File: src/rtl/change_dispenser_if.sv
// Bundles the dispenser's transaction, coin-handshake, status and refill signals.
// master = dispenser side, slave = controller/hopper side.
interface change_dispenser_if #(
  parameter int W     = 16,
  parameter int INV_W = 8
);
  logic               start;
  logic [W-1:0]       accumulator;
  logic [W-1:0]       item_val;
  logic               busy;
  logic               coin_valid;
  logic [1:0]         coin_sel;
  logic               coin_ready;
  logic               done;
  logic [1:0]         status;
  logic [W-1:0]       change;
  logic [W-1:0]       remaining;
  logic               refill_en;
  logic [1:0]         refill_sel;
  logic [INV_W-1:0]   refill_cnt;
  logic [4*INV_W-1:0] inv_count;

  modport master (
    input  start, accumulator, item_val, coin_ready, refill_en, refill_sel, refill_cnt,
    output busy, coin_valid, coin_sel, done, status, change, remaining, inv_count
  );

  modport slave (
    output start, accumulator, item_val, coin_ready, refill_en, refill_sel, refill_cnt,
    input  busy, coin_valid, coin_sel, done, status, change, remaining, inv_count
  );
endinterface

File: src/rtl/change_dispenser.sv
// Computes change and pays it out greedily, one coin per valid/ready handshake.
// start->CHECK 1 cycle, first coin 2 cycles; a stalled coin holds coin_valid/coin_sel steady.
module change_dispenser #(
  parameter int W        = 16,
  parameter int D0       = 25,
  parameter int D1       = 10,
  parameter int D2       = 5,
  parameter int D3       = 1,
  parameter int INV_W    = 8,
  parameter int INV_INIT = 20
) (
  input logic                clk,
  input logic                rstn,
  change_dispenser_if.master bus
);

  typedef enum logic [1:0] {IDLE, CHECK, DISPENSE, DONE} state_t;

  localparam logic [INV_W-1:0] INV_RST = INV_W'(INV_INIT);

  state_t           state_q, state_d;
  logic [1:0]       status_q, status_d;
  logic [W-1:0]     change_q, change_d;
  logic [W-1:0]     remaining_q, remaining_d;
  logic [INV_W-1:0] inv_q [4];
  logic [INV_W-1:0] inv_d [4];
  logic [INV_W:0]   refill_sum;
  logic             sel_found;
  logic [1:0]       sel_idx;
  logic             coin_valid;

  function automatic logic [W-1:0] denom(input logic [1:0] k);
    case (k)
      2'd0:    denom = W'(D0);
      2'd1:    denom = W'(D1);
      2'd2:    denom = W'(D2);
      default: denom = W'(D3);
    endcase
  endfunction

  // Scan smallest to largest so the largest usable denomination wins.
  always_comb begin
    sel_found = 1'b0;
    sel_idx   = 2'd0;
    for (int k = 3; k >= 0; k--) begin
      if (denom(2'(k)) <= remaining_q && inv_q[k] != '0) begin
        sel_found = 1'b1;
        sel_idx   = 2'(k);
      end
    end
  end

  assign coin_valid = (state_q == DISPENSE) && sel_found && (remaining_q != '0);

  always_comb begin
    state_d     = state_q;
    status_d    = status_q;
    change_d    = change_q;
    remaining_d = remaining_q;
    refill_sum  = '0;
    for (int k = 0; k < 4; k++) inv_d[k] = inv_q[k];

    case (state_q)
      IDLE: begin
        if (bus.refill_en) begin
          refill_sum = {1'b0, inv_q[bus.refill_sel]} + {1'b0, bus.refill_cnt};
          inv_d[bus.refill_sel] = refill_sum[INV_W] ? '1 : refill_sum[INV_W-1:0];
        end
        if (bus.start) state_d = CHECK;
      end
      CHECK: begin
        if (bus.accumulator < bus.item_val) begin
          change_d    = '0;
          remaining_d = '0;
          status_d    = 2'b01;
          state_d     = DONE;
        end else begin
          change_d    = bus.accumulator - bus.item_val;
          remaining_d = bus.accumulator - bus.item_val;
          status_d    = 2'b00;
          state_d     = DISPENSE;
        end
      end
      DISPENSE: begin
        if (remaining_q == '0) begin
          state_d = DONE;
        end else if (!sel_found) begin
          status_d = 2'b10;
          state_d  = DONE;
        end else if (bus.coin_ready) begin
          remaining_d    = remaining_q - denom(sel_idx);
          inv_d[sel_idx] = inv_q[sel_idx] - INV_W'(1);
          // Leave straight after the final coin so done follows it by one cycle.
          if (remaining_d == '0) state_d = DONE;
        end
      end
      DONE:    state_d = IDLE;
      default: state_d = IDLE;
    endcase
  end

  always_ff @(posedge clk) begin
    if (!rstn) begin
      state_q     <= IDLE;
      status_q    <= 2'b00;
      change_q    <= '0;
      remaining_q <= '0;
      for (int k = 0; k < 4; k++) inv_q[k] <= INV_RST;
    end else begin
      state_q     <= state_d;
      status_q    <= status_d;
      change_q    <= change_d;
      remaining_q <= remaining_d;
      for (int k = 0; k < 4; k++) inv_q[k] <= inv_d[k];
    end
  end

  assign bus.busy       = (state_q != IDLE);
  assign bus.coin_valid = coin_valid;
  assign bus.coin_sel   = coin_valid ? sel_idx : 2'd0;
  assign bus.done       = (state_q == DONE);
  assign bus.status     = status_q;
  assign bus.change     = change_q;
  assign bus.remaining  = remaining_q;
  assign bus.inv_count  = {inv_q[3], inv_q[2], inv_q[1], inv_q[0]};

endmodule
File: src/flat_wrapper.sv
// flat-port wrapper written by rule: the top's interface ports become plain ports
module change_dispenser_flat 
#(
  parameter int W        = 16,
  parameter int D0       = 25,
  parameter int D1       = 10,
  parameter int D2       = 5,
  parameter int D3       = 1,
  parameter int INV_W    = 8,
  parameter int INV_INIT = 20
)
  (clk, rstn, bus_start, bus_accumulator, bus_item_val, bus_coin_ready, bus_refill_en, bus_refill_sel, bus_refill_cnt, bus_busy, bus_coin_valid, bus_coin_sel, bus_done, bus_status, bus_change, bus_remaining, bus_inv_count);
  change_dispenser_if #(.W(W), .INV_W(INV_W)) bus_i ();
  input logic clk;
  input logic rstn;
  input wire logic [$bits(bus_i.start)-1:0] bus_start;
  input wire logic [$bits(bus_i.accumulator)-1:0] bus_accumulator;
  input wire logic [$bits(bus_i.item_val)-1:0] bus_item_val;
  input wire logic [$bits(bus_i.coin_ready)-1:0] bus_coin_ready;
  input wire logic [$bits(bus_i.refill_en)-1:0] bus_refill_en;
  input wire logic [$bits(bus_i.refill_sel)-1:0] bus_refill_sel;
  input wire logic [$bits(bus_i.refill_cnt)-1:0] bus_refill_cnt;
  output wire logic [$bits(bus_i.busy)-1:0] bus_busy;
  output wire logic [$bits(bus_i.coin_valid)-1:0] bus_coin_valid;
  output wire logic [$bits(bus_i.coin_sel)-1:0] bus_coin_sel;
  output wire logic [$bits(bus_i.done)-1:0] bus_done;
  output wire logic [$bits(bus_i.status)-1:0] bus_status;
  output wire logic [$bits(bus_i.change)-1:0] bus_change;
  output wire logic [$bits(bus_i.remaining)-1:0] bus_remaining;
  output wire logic [$bits(bus_i.inv_count)-1:0] bus_inv_count;
  assign bus_i.start = bus_start;
  assign bus_i.accumulator = bus_accumulator;
  assign bus_i.item_val = bus_item_val;
  assign bus_i.coin_ready = bus_coin_ready;
  assign bus_i.refill_en = bus_refill_en;
  assign bus_i.refill_sel = bus_refill_sel;
  assign bus_i.refill_cnt = bus_refill_cnt;
  assign bus_busy = bus_i.busy;
  assign bus_coin_valid = bus_i.coin_valid;
  assign bus_coin_sel = bus_i.coin_sel;
  assign bus_done = bus_i.done;
  assign bus_status = bus_i.status;
  assign bus_change = bus_i.change;
  assign bus_remaining = bus_i.remaining;
  assign bus_inv_count = bus_i.inv_count;
  change_dispenser #(.W(W), .D0(D0), .D1(D1), .D2(D2), .D3(D3), .INV_W(INV_W), .INV_INIT(INV_INIT)) u_core (.clk(clk), .rstn(rstn), .bus(bus_i));
endmodule
File: config.mk
export PLATFORM = sky130hd
export DESIGN_NAME = change_dispenser_flat
export DESIGN_NICKNAME = d
export VERILOG_FILES = /design/src/rtl/change_dispenser_if.sv /design/src/rtl/change_dispenser.sv /design/src/flat_wrapper.sv
export SDC_FILE = /design/constraint.sdc
export NUM_CORES = 1
export LEC_CHECK = 0
export BUFFER_PORTS_ARGS = -buffer_cell sky130_fd_sc_hd__buf_2
export CAP_MARGIN = 20
export CORE_UTILIZATION = 30
export DETAILED_ROUTE_END_ITERATION = 8
export PLACE_DENSITY = 0.49
export SLEW_MARGIN = 20
export SYNTH_ARGS = -nofsm -noshare
export SYNTH_HDL_FRONTEND = slang
export SYNTH_SLANG_ARGS = --single-unit
export TNS_END_PERCENT = 5
File: constraint.sdc
create_clock -name clk -period 3.84 [get_ports clk]
set_input_delay 0.384 -clock clk [delete_from_list [all_inputs] [get_ports clk]]
set_output_delay 0.384 -clock clk [all_outputs]
set_load 0.005 [all_outputs]
==> flow_results.org, run 1 <==
** Routing
- The detailed router finished its first iteration with approximately 650 violations.
- In the routed design, unresolved DRC markers number 0.
- Antenna violation net count after detailed routing :: 0
- The first detailed-routing pass ran for 8 iterations.
- Detail-routed net length per standard cell :: between 15 and 20 um
- WL final :: between 20000 and 25000 um
- Total via count after detailed routing :: roughly 6000
- Using the TritonRoute via totals, the vias-per-cell ratio works out to between 5 and 6.

** STA
- Hold Fails Final Rpt :: 0
- Rel. slew slack :: 30.6%
- Worst Max-Slew Pin Slew :: between 1 and 1.5 ns
- Final period util :: 96.6%
- Worst setup skew after layout :: 0.00871 ns
- Total Negative Setup Slacks :: 0 ns
- Final critical delay including setup and external delays :: 3.71 ns
- Derived from the worst setup path, the maximum achievable clock frequency is approximately 0.27 GHz.
- The number of pins with negative max-slew slack in the final report was 0.
- Setup violations remaining at the end of the flow were counted as 0.

** Worst setup path
- Data arrives at the worst endpoint at 3.92 ns.
- The number of cells on the worst reg-to-reg path is 12.
- The worst setup path is launched from a flop.
- Kind of critical path :: reg2reg
- Critical path endpoint category :: flop
- Critical register-to-register path startpoint :: u_core.bus.remaining[13]
- Flop2flop setup slack :: ~0.13 ns
- Largest fanout on the critical path :: 3
- Worst R2R End :: u_core.state_q[0]
- For the worst setup path, the data required time is 4.05 ns.

** Yosys
- Of the total synthesized cell area, the portion taken by AND, OR, NAND and NOR gates is 21.9%.
- Combinational family with the most area after synthesis :: compound AO/OA/AOI/OAI gates
- For this run, the number of Yosys warnings is 0.
- Counting flops with a built-in enable in the synthesized netlist gives 0.
- In this run, distinct cell masters in the synthesized netlist total between 70 and 80.
- By area the synthesized netlist is led by sky130_fd_sc_hd__dfxtp_1 (25%), sky130_fd_sc_hd__ha_1 (7.9%), sky130_fd_sc_hd__a21oi_1 (6.3%), sky130_fd_sc_hd__o21ai_0 (5.9%), sky130_fd_sc_hd__nand2_1 (4.5%).
- Syn_nets :: 801
- Synthesized area :: 5520 um^2
- Share of synthesized area occupied by flip-flops and latches :: roughly a quarter
- Among all flip-flop cells after synthesis, the most frequent one is sky130_fd_sc_hd__dfxtp_1.
- The synthesized design contains just under 70 register bits.
- Share of the synthesized area in the top cell type :: 24.6%
- Adder-cell area share of the yosys netlist :: under 10%
- After synthesis, the mean cell area works out to 7.72 um^2.
- Async set-reset flop share out of synthesis :: 0%
- Leading area contributor after synthesis :: sky130_fd_sc_hd__dfxtp_1
- Summing the areas of all xor and xnor instances in the mapped netlist gives a little under 4% of the synthesized area.
- Summing the areas of all compound-gate instances in the mapped netlist gives between 30% and 40% of the synthesized area.
- Of the post-synthesis cell area, the part taken by muxes is between 3 and 4%.
- Synthesis handed over a netlist of about 720 instances.

** Place
- At the end of routability-driven placement, the weighted congestion stood at ~0.9.
- HPWL after detailed placement :: 16200 um
- After detailed placement, the total cell area comes to 6890 um^2.
- Inst Count DP :: around 1100
- During placement, the flow inserted port buffers numbering about 120.

** Layout
- Count of filler cells inserted in the layout :: 1900
- In the layout the commonest cells are sky130_fd_sc_hd__buf_2 (117), sky130_fd_sc_hd__buf_4 (81), sky130_fd_sc_hd__dfxtp_1 (68).
- # nets final :: roughly 980
- Post-route standard cell area excluding fillers :: approximately 7400 um^2
- The finished layout holds 1133 standard cells, fillers aside.
- Compared with the post-synthesis result, the final layout area differs by 33.8%.
- Leaving out fill and tap cells, the most frequent cell in the layout is sky130_fd_sc_hd__buf_2.
- Total inserted antenna cells :: 0
- Final cell utilization of the core :: 41.0%
- Ratio of cells with drive above 1 in the final layout :: between 30% and 40%

** CTS
- Number of buffers created by CTS :: 9
- TritonCTS built the clock tree.
- Count of H-tree levels built during CTS :: 3
- Clock latency on the worst-skew pair, taken at its later pin, is around 0.35 ns.
- Clock-pin slew on the worst setup and hold paths :: 0.06 ns
- Quantity of hold-fixing buffers added after cts :: 0
- The clock drives slightly below 70 sinks.
- Clock buffer depth :: 2
- The tree is rooted in a sky130_fd_sc_hd__clkbuf_16.

** Die
- Pin placement for this block handled 118 I/O pins.
- Height of the die :: approximately 140 um
- In this run the standard cell core region covers approximately 18000 um^2.
- Die area :: approximately 19000 um^2
- Once the floorplan was initialized, standard cells occupied a little under a third of the core.
- Row generation in the floorplan step produced 49 rows.
- From left edge to right edge, the die measures ~140 um.

** Power
- In this run the static leakage power is ~3.2 nW.
- Power density of the placed cells :: just under 900 nW/um^2
- Maximum resistive drop on vdd :: approximately 0.51 mV

** Worst hold path
- Hold endpoint :: u_core.bus.change[5]
- The startpoint identified for the worst hold timing path is u_core.bus.change[5].
- The tightest min-delay check is of the reg2reg type.
- Hold path cells :: 2

** Global route
- For this run the aggregate overflow at the end of global routing stands at 0.
- Entering global routing, the biggest net connects 38 pins.
- Global-route usage over all layers :: roughly 22%
- The number of global-route vias before repair is around 5700.
- Antenna violations before repair :: 0
- First-pass GRT wire length :: between 30000 and 40000 um

** Status
- The flow ran to the end, and the final reports show no timing, DRC or antenna violations.

** Run
- # Max-Cap Violations :: 0
-- metrics by stage --
stage | setup slack [ns] | hold slack [ns] | total power [mW]
final | 0.130 | 0.464 | 6.54
after global placement | 0.00574 | 0.455 | 5.28
after global routing | -0.0242 | 0.498 | 6.99
after CTS | 0.0297 | 0.466 | 6.13
after floorplan | 0.0136 | 0.453 | 3.73
after detailed placement | -0.0434 | 0.457 | 5.28
-- worst max-delay path by stage --
stage	slack, ns	end	depth (start not counted)	start
finish	0.13	u_core.state_q[0]	12	u_core.bus.remaining[13]
floorplan	0.01	u_core.state_q[0]	17	u_core.bus.remaining[15]
CTS	0.03	u_core.state_q[0]	12	u_core.bus.remaining[7]
global route	-0.02	u_core.state_q[0]	14	u_core.bus.remaining[11]
global placement	0.006	u_core.state_q[0]	12	u_core.bus.remaining[7]
detailed placement	-0.04	u_core.state_q[0]	14	u_core.bus.remaining[7]
-- routing by layer --
layer	GRT usage, %	wire length (um)	up-vias
met2	38.9	10300	233
met4	8.21	479	0
li1	-	-	3037
met1	27.2	9040	2868
met3	4.01	1260	38
met5	0	0	-
-- Yosys cell counts, drive strengths merged (4+ instances only) --
master and number:
a222oi 6, a21o 10, and3 4, a211oi 4, a21boi 11, nor4 11
nand2b 4, a221o 4, inv 45, nor2 55, o31ai 6, a2bb2oi 7
nand4 4, nor3 29, or3 8, o22ai 11, clkbuf 19, mux2i 4
nor2b 5, o21ai 75, xnor2 15, a22oi 6, a31oi 8, a21oi 69
o21a 10, o211ai 7, or4 9, and2 10, nand3 22, ha 35
mux4 8, buf 8, a311oi 4, xor2 10, dfxtp 68, nand2 67
-- where the power goes --
| group | switching, mW | leakage [nW] | internal [mW] |
|---|---|---|---|
| combinational | 2.70 | 2.53 | 2.04 |
| clock | 0.329 | 0.138 | 0.489 |
| sequential | 0.140 | 0.553 | 0.851 |
| total | 3.17 | 3.23 | 3.38 |
-- what timing repair did --
item                       in CTS  in global routing
pin swaps                       1                 19
gates resized for setup         2                 30
setup buffers                   0                  6
setup endpoints to repair       2                  6
gates cloned                    0                  0
hold endpoints to repair        0                  0
-- worst max-delay path: stages, from the launching register on --
cell                      delay [ns]
sky130_fd_sc_hd__dfxtp_1        0.31
sky130_fd_sc_hd__or4_4          0.58
sky130_fd_sc_hd__or4_4          0.59
sky130_fd_sc_hd__nand2_4        0.10
sky130_fd_sc_hd__nand2_4        0.08
sky130_fd_sc_hd__fa_2           0.36
sky130_fd_sc_hd__xor2_1         0.19
sky130_fd_sc_hd__or4_4          0.48
sky130_fd_sc_hd__nor3_2         0.13
sky130_fd_sc_hd__nand4_1        0.18
sky130_fd_sc_hd__o31ai_4        0.33
sky130_fd_sc_hd__a41o_1         0.19
sky130_fd_sc_hd__a21oi_1        0.06
-- final cells by class --
class	count	area, um^2	share of cell area [%]
Sequential cell	68	1360	18.4
Multi-Input combinational cell	574	4070	55.1
Inverter	47	176	2.39
Timing Repair Buffer	199	1200	16.3
Clock inverter	3	20.0	0.271
Tap cell	229	287	3.88
Clock buffer	13	270	3.66
-- sequential cells by signal, indices dropped and copies added, names as in the netlist --
signal                flops
u_core.inv_q             32
u_core.bus.status         2
u_core.bus.remaining     16
u_core.state_q            2
u_core.bus.change        16
-- kinds of logic (layout without fill, tap and decap cells) --
group | Yosys count | count (layout)
mux | 12 | 12
simple gates | 239 | 239
fa+ha+maj | 38 | 38
buf+inv | 74 | 262
compound gates | 260 | 260
flops | 68 | 68
xor+xnor | 25 | 25
(Power assumes the default switching activity.)
==> inputs of run 2 (changes only) <==
--- a/config.mk
+++ b/config.mk
@@ -7,9 +7,9 @@
 export LEC_CHECK = 0
 export BUFFER_PORTS_ARGS = -buffer_cell sky130_fd_sc_hd__buf_2
 export CAP_MARGIN = 20
-export CORE_UTILIZATION = 30
+export CORE_UTILIZATION = 40
 export DETAILED_ROUTE_END_ITERATION = 8
-export PLACE_DENSITY = 0.49
+export PLACE_DENSITY = 0.69
 export SLEW_MARGIN = 20
 export SYNTH_ARGS = -nofsm -noshare
 export SYNTH_HDL_FRONTEND = slang
==> constraint.sdc (replaced) <==
create_clock -name clk -period 3.84 [get_ports clk]
set_input_delay 0.384 -clock clk [delete_from_list [all_inputs] [get_ports clk]]
set_output_delay 0.384 -clock clk [all_outputs]
set_load 0.1 [all_outputs]
==> run 2 against run 1 <==
Compared with the run above:
- sequential power shrank 1%
- sequential share of layout area increased by 0.17 points
- final area decreased by 0.83%
- critical path type unchanged
- largest power group unchanged
- highest routed layer unchanged
==> flow_results.org, run 2 (synthesis gave the netlist of run 1 again) <==
** Worst setup path
- For this run, the slowest stage of the critical path takes just under 0.6 ns.
- Worst R2R End :: u_core.state_q[0]
- Critical register-to-register path startpoint :: u_core.bus.remaining[6]
- Arrival time of data at the critical path endpoint :: between 3 and 4 ns
- Critical path endpoint category :: flop
- Cell chain of the critical path :: or4_4, or4_4, nand2_2, nand2_2, ha_4, inv_1, fa_2, nor4_2, nand2_1, nor3_1, nand4_1, o31ai_1, buf_4, a41o_1, a21oi_1
- Nature of the critical path startpoint :: flop
- Largest fanout on the critical path :: 3
- Number of buffers and inverters on the critical path :: 2
- Flop2flop setup slack :: approximately 0.13 ns
- At the worst endpoint, the required time is approximately 4.1 ns.
- Kind of critical path :: reg2reg
- Slowest-stage cell, CP :: sky130_fd_sc_hd__or4_4
- Measured in cells, the most critical reg-to-reg path has a length of 15.
- Gate family responsible for the most delay along the worst path :: simple AND/OR/NAND/NOR gates

** Global route
- Global-route usage over all layers :: between 20% and 30%
- Antenna violations before repair :: 0
- Pin count of the biggest net entering global routing :: 38
- Global routing finished with a remaining overflow of 0.
- First-pass GRT wire length :: about 31000 um
- The number of global-route vias before repair came to just under 6000.

** CTS
- Clock-pin slew on the worst setup and hold paths :: ~0.060 ns
- Clock buffer depth :: 2
- Count of H-tree levels built during CTS :: 3
- Hold repair after CTS inserted 0 buffers.
- Insertion delay to the later sink of the worst-skew pair :: about 0.34 ns
- Number of buffers created by CTS :: 9
- Clock tree root driver cell :: sky130_fd_sc_hd__clkbuf_16
- Count of clock tree sinks :: 68
- TritonCTS built the clock tree.

** Layout
- Relative to the synthesized area, the layout overhead comes to 32.7%.
- Ratio of cells with drive above 1 in the final layout :: between 30% and 40%
- Most frequent standard cell in the layout excluding fill and tap cells :: sky130_fd_sc_hd__buf_2
- The register with the most flip-flops in the layout has 32 of them.
- u_core.inv_q holds more flip-flops than any other register.
- For this run, the post-layout net count is 987.
- Multi-input combinational cell area :: between 4000 and 5000 um^2
- In the layout the commonest cells are sky130_fd_sc_hd__buf_2 (116), sky130_fd_sc_hd__buf_4 (83), sky130_fd_sc_hd__a21oi_1 (67), sky130_fd_sc_hd__dfxtp_1 (67).
- Sequential cell area :: between 1000 and 1500 um^2
- Count of filler cells inserted in the layout :: about 1300
- Total inserted antenna cells :: 0
- The finished layout holds 1083 standard cells, fillers aside.
- Cells fill between 50% and 60% of the core in the end.

** Routing
- WL final :: between 15000 and 20000 um
- In the routed design, unresolved DRC markers number 0.
- Total via count after detailed routing :: between 6000 and 7000
- Detail-routed net length per standard cell :: ~18 um
- In this run the remaining antenna-violating nets after routing total 0.
- Using the TritonRoute via totals, the vias-per-cell ratio works out to between 5 and 6.
- The first TritonRoute pass finished after 6 iterations.
- In this run, the number of DRC markers left after iteration 0 of detailed routing was around 710.

** Power
- Internal power :: 3.36 mW
- Maximum resistive drop on vdd :: between 0.4 and 0.5 mV
- In this run the power spent charging and discharging nets is between 4 and 5 mW.
- Sequential cells account for between 10% and 20% of the total power.
- Combinational cells account for between 70% and 80% of the total power.
- For this design the static power due to leakage is 3.24 nW.
- Dividing total power by cell area gives a power density of roughly 1000 nW/um^2.
- Clock share of power :: 11.4%
- Switching part of the total power :: a little under three fifths

** STA
- Static timing analysis puts the maximum clock frequency at ~0.27 GHz.
- The total count of hold-check failures in the final report came to 0.
- Rel. slew slack :: approximately two fifths
- Final critical delay including setup and external delays :: 3.71 ns
- Max-slew violation count :: 0
- Total setup violations reported at the end of the flow :: 0
- Worst Max-Slew Pin Slew :: between 0.9 and 1 ns
- Total Negative Setup Slacks :: 0 ns
- Worst setup skew after layout :: between 0.01 and 0.015 ns
- Setup slack on the critical path of the routed design comes to between 0.1 and 0.15 ns.
- Final period util :: between 90% and 100%

** Place
- Pre-CTS worst setup slack :: -0.169 ns
- I/O Buffers :: around 120
- At the end of routability-driven placement, the weighted congestion stood at 1.00.
- Summed over all nets, the half-perimeter wirelength after detailed placement is 15100 um.
- Inst Count DP :: approximately 1100

** Worst hold path
- The worst hold path belongs to the class reg2reg.
- The startpoint identified for the worst hold timing path is u_core.bus.change[9].
- Along the worst hold path, the cell count comes to 2.
- Hold endpoint :: u_core.bus.change[9]

** Status
- The flow ran to the end, and the final reports show no timing, DRC or antenna violations.

** Die
- Site Rows :: between 40 and 50
- The total area inside the core boundary comes to between 10000 and 15000 um^2.
- Die area :: ~14000 um^2
- Horizontal die dimension :: 120 um
- Height of the die :: approximately 120 um
- Count of boundary I/O pins :: ~120
- Initial Util :: approximately two fifths

** Run
- The tool flagged a number of max-cap violations equal to 0.
## run 2: what timing repair did
item	4_1_cts	5_1_grt
pin swaps	7	20
resized for setup	13	21
setup buffers	1	6
gates cloned	0	0
setup endpoints to repair	3	9
## run 2: per-stage QoR
| step | area [um^2] | total power [mW] | hold WS (ns) |
|---|---|---|---|
| 6_report | 7330 | 7.52 | 0.458 |
| 5_1_grt | 7330 | 7.96 | 0.480 |
| 4_1_cts | 7190 | 7.12 | 0.460 |
| 3_5_place_dp | 6820 | 6.11 | 0.450 |
| 3_3_place_gp | 6820 | 6.09 | 0.450 |
| 2_1_floorplan | 5530 | 4.68 | 0.483 |
## run 2: worst register-to-register path: cells and delay by family (launching register included)
| family | cells | cell delay [ns] |
|---|---|---|
| buffers and inverters | 2 | 0.22 |
| AO/OA/AOI/OAI | 3 | 0.45 |
| flip-flops | 1 | 0.31 |
| adder cells (fa/ha/maj) | 2 | 0.65 |
| AND/OR/NAND/NOR | 8 | 1.96 |
## run 2: how the worst max path moves through the flow
stage               cells after the start                 end                     start  slack [ns]
global route                           13  u_core.inv_q[2][2]  u_core.bus.remaining[14]       -0.08
finish                                 15   u_core.state_q[0]   u_core.bus.remaining[6]        0.13
floorplan                              17   u_core.state_q[0]  u_core.bus.remaining[12]       -0.70
global placement                       17   u_core.state_q[0]  u_core.bus.remaining[12]       -0.04
detailed placement                     17   u_core.state_q[0]  u_core.bus.remaining[12]       -0.17
CTS                                    14   u_core.state_q[0]  u_core.bus.remaining[12]        0.02
## run 2: area by class of cell
type	count	share of cell area, %
clock buffers	9	3.07
clock inverters	7	1.02
flip-flops and latches	68	18.6
multi-input cells	574	54.8
well taps	176	3.00
inverters	47	2.41
repair buffers	202	17.1
## run 2: power by group through the flow
stage / clock network (mW) / logic [mW] / registers [mW]
2_1_floorplan: 0 / 2.75 / 1.94
3_3_place_gp: 0 / 5.10 / 0.987
3_5_place_dp: 0 / 5.13 / 0.987
4_1_cts: 0.866 / 5.28 / 0.974
5_1_grt: 0.892 / 6.07 / 0.997
6_report: 0.856 / 5.68 / 0.980
## run 2: layer usage
layer	global-route usage, %	share of wire, %	vias up
li1	-	-	3046
met1	34.6	40	2927
met2	46.9	48	372
met3	5.99	8.6	67
met4	12.1	3.9	0
met5	0	0	-
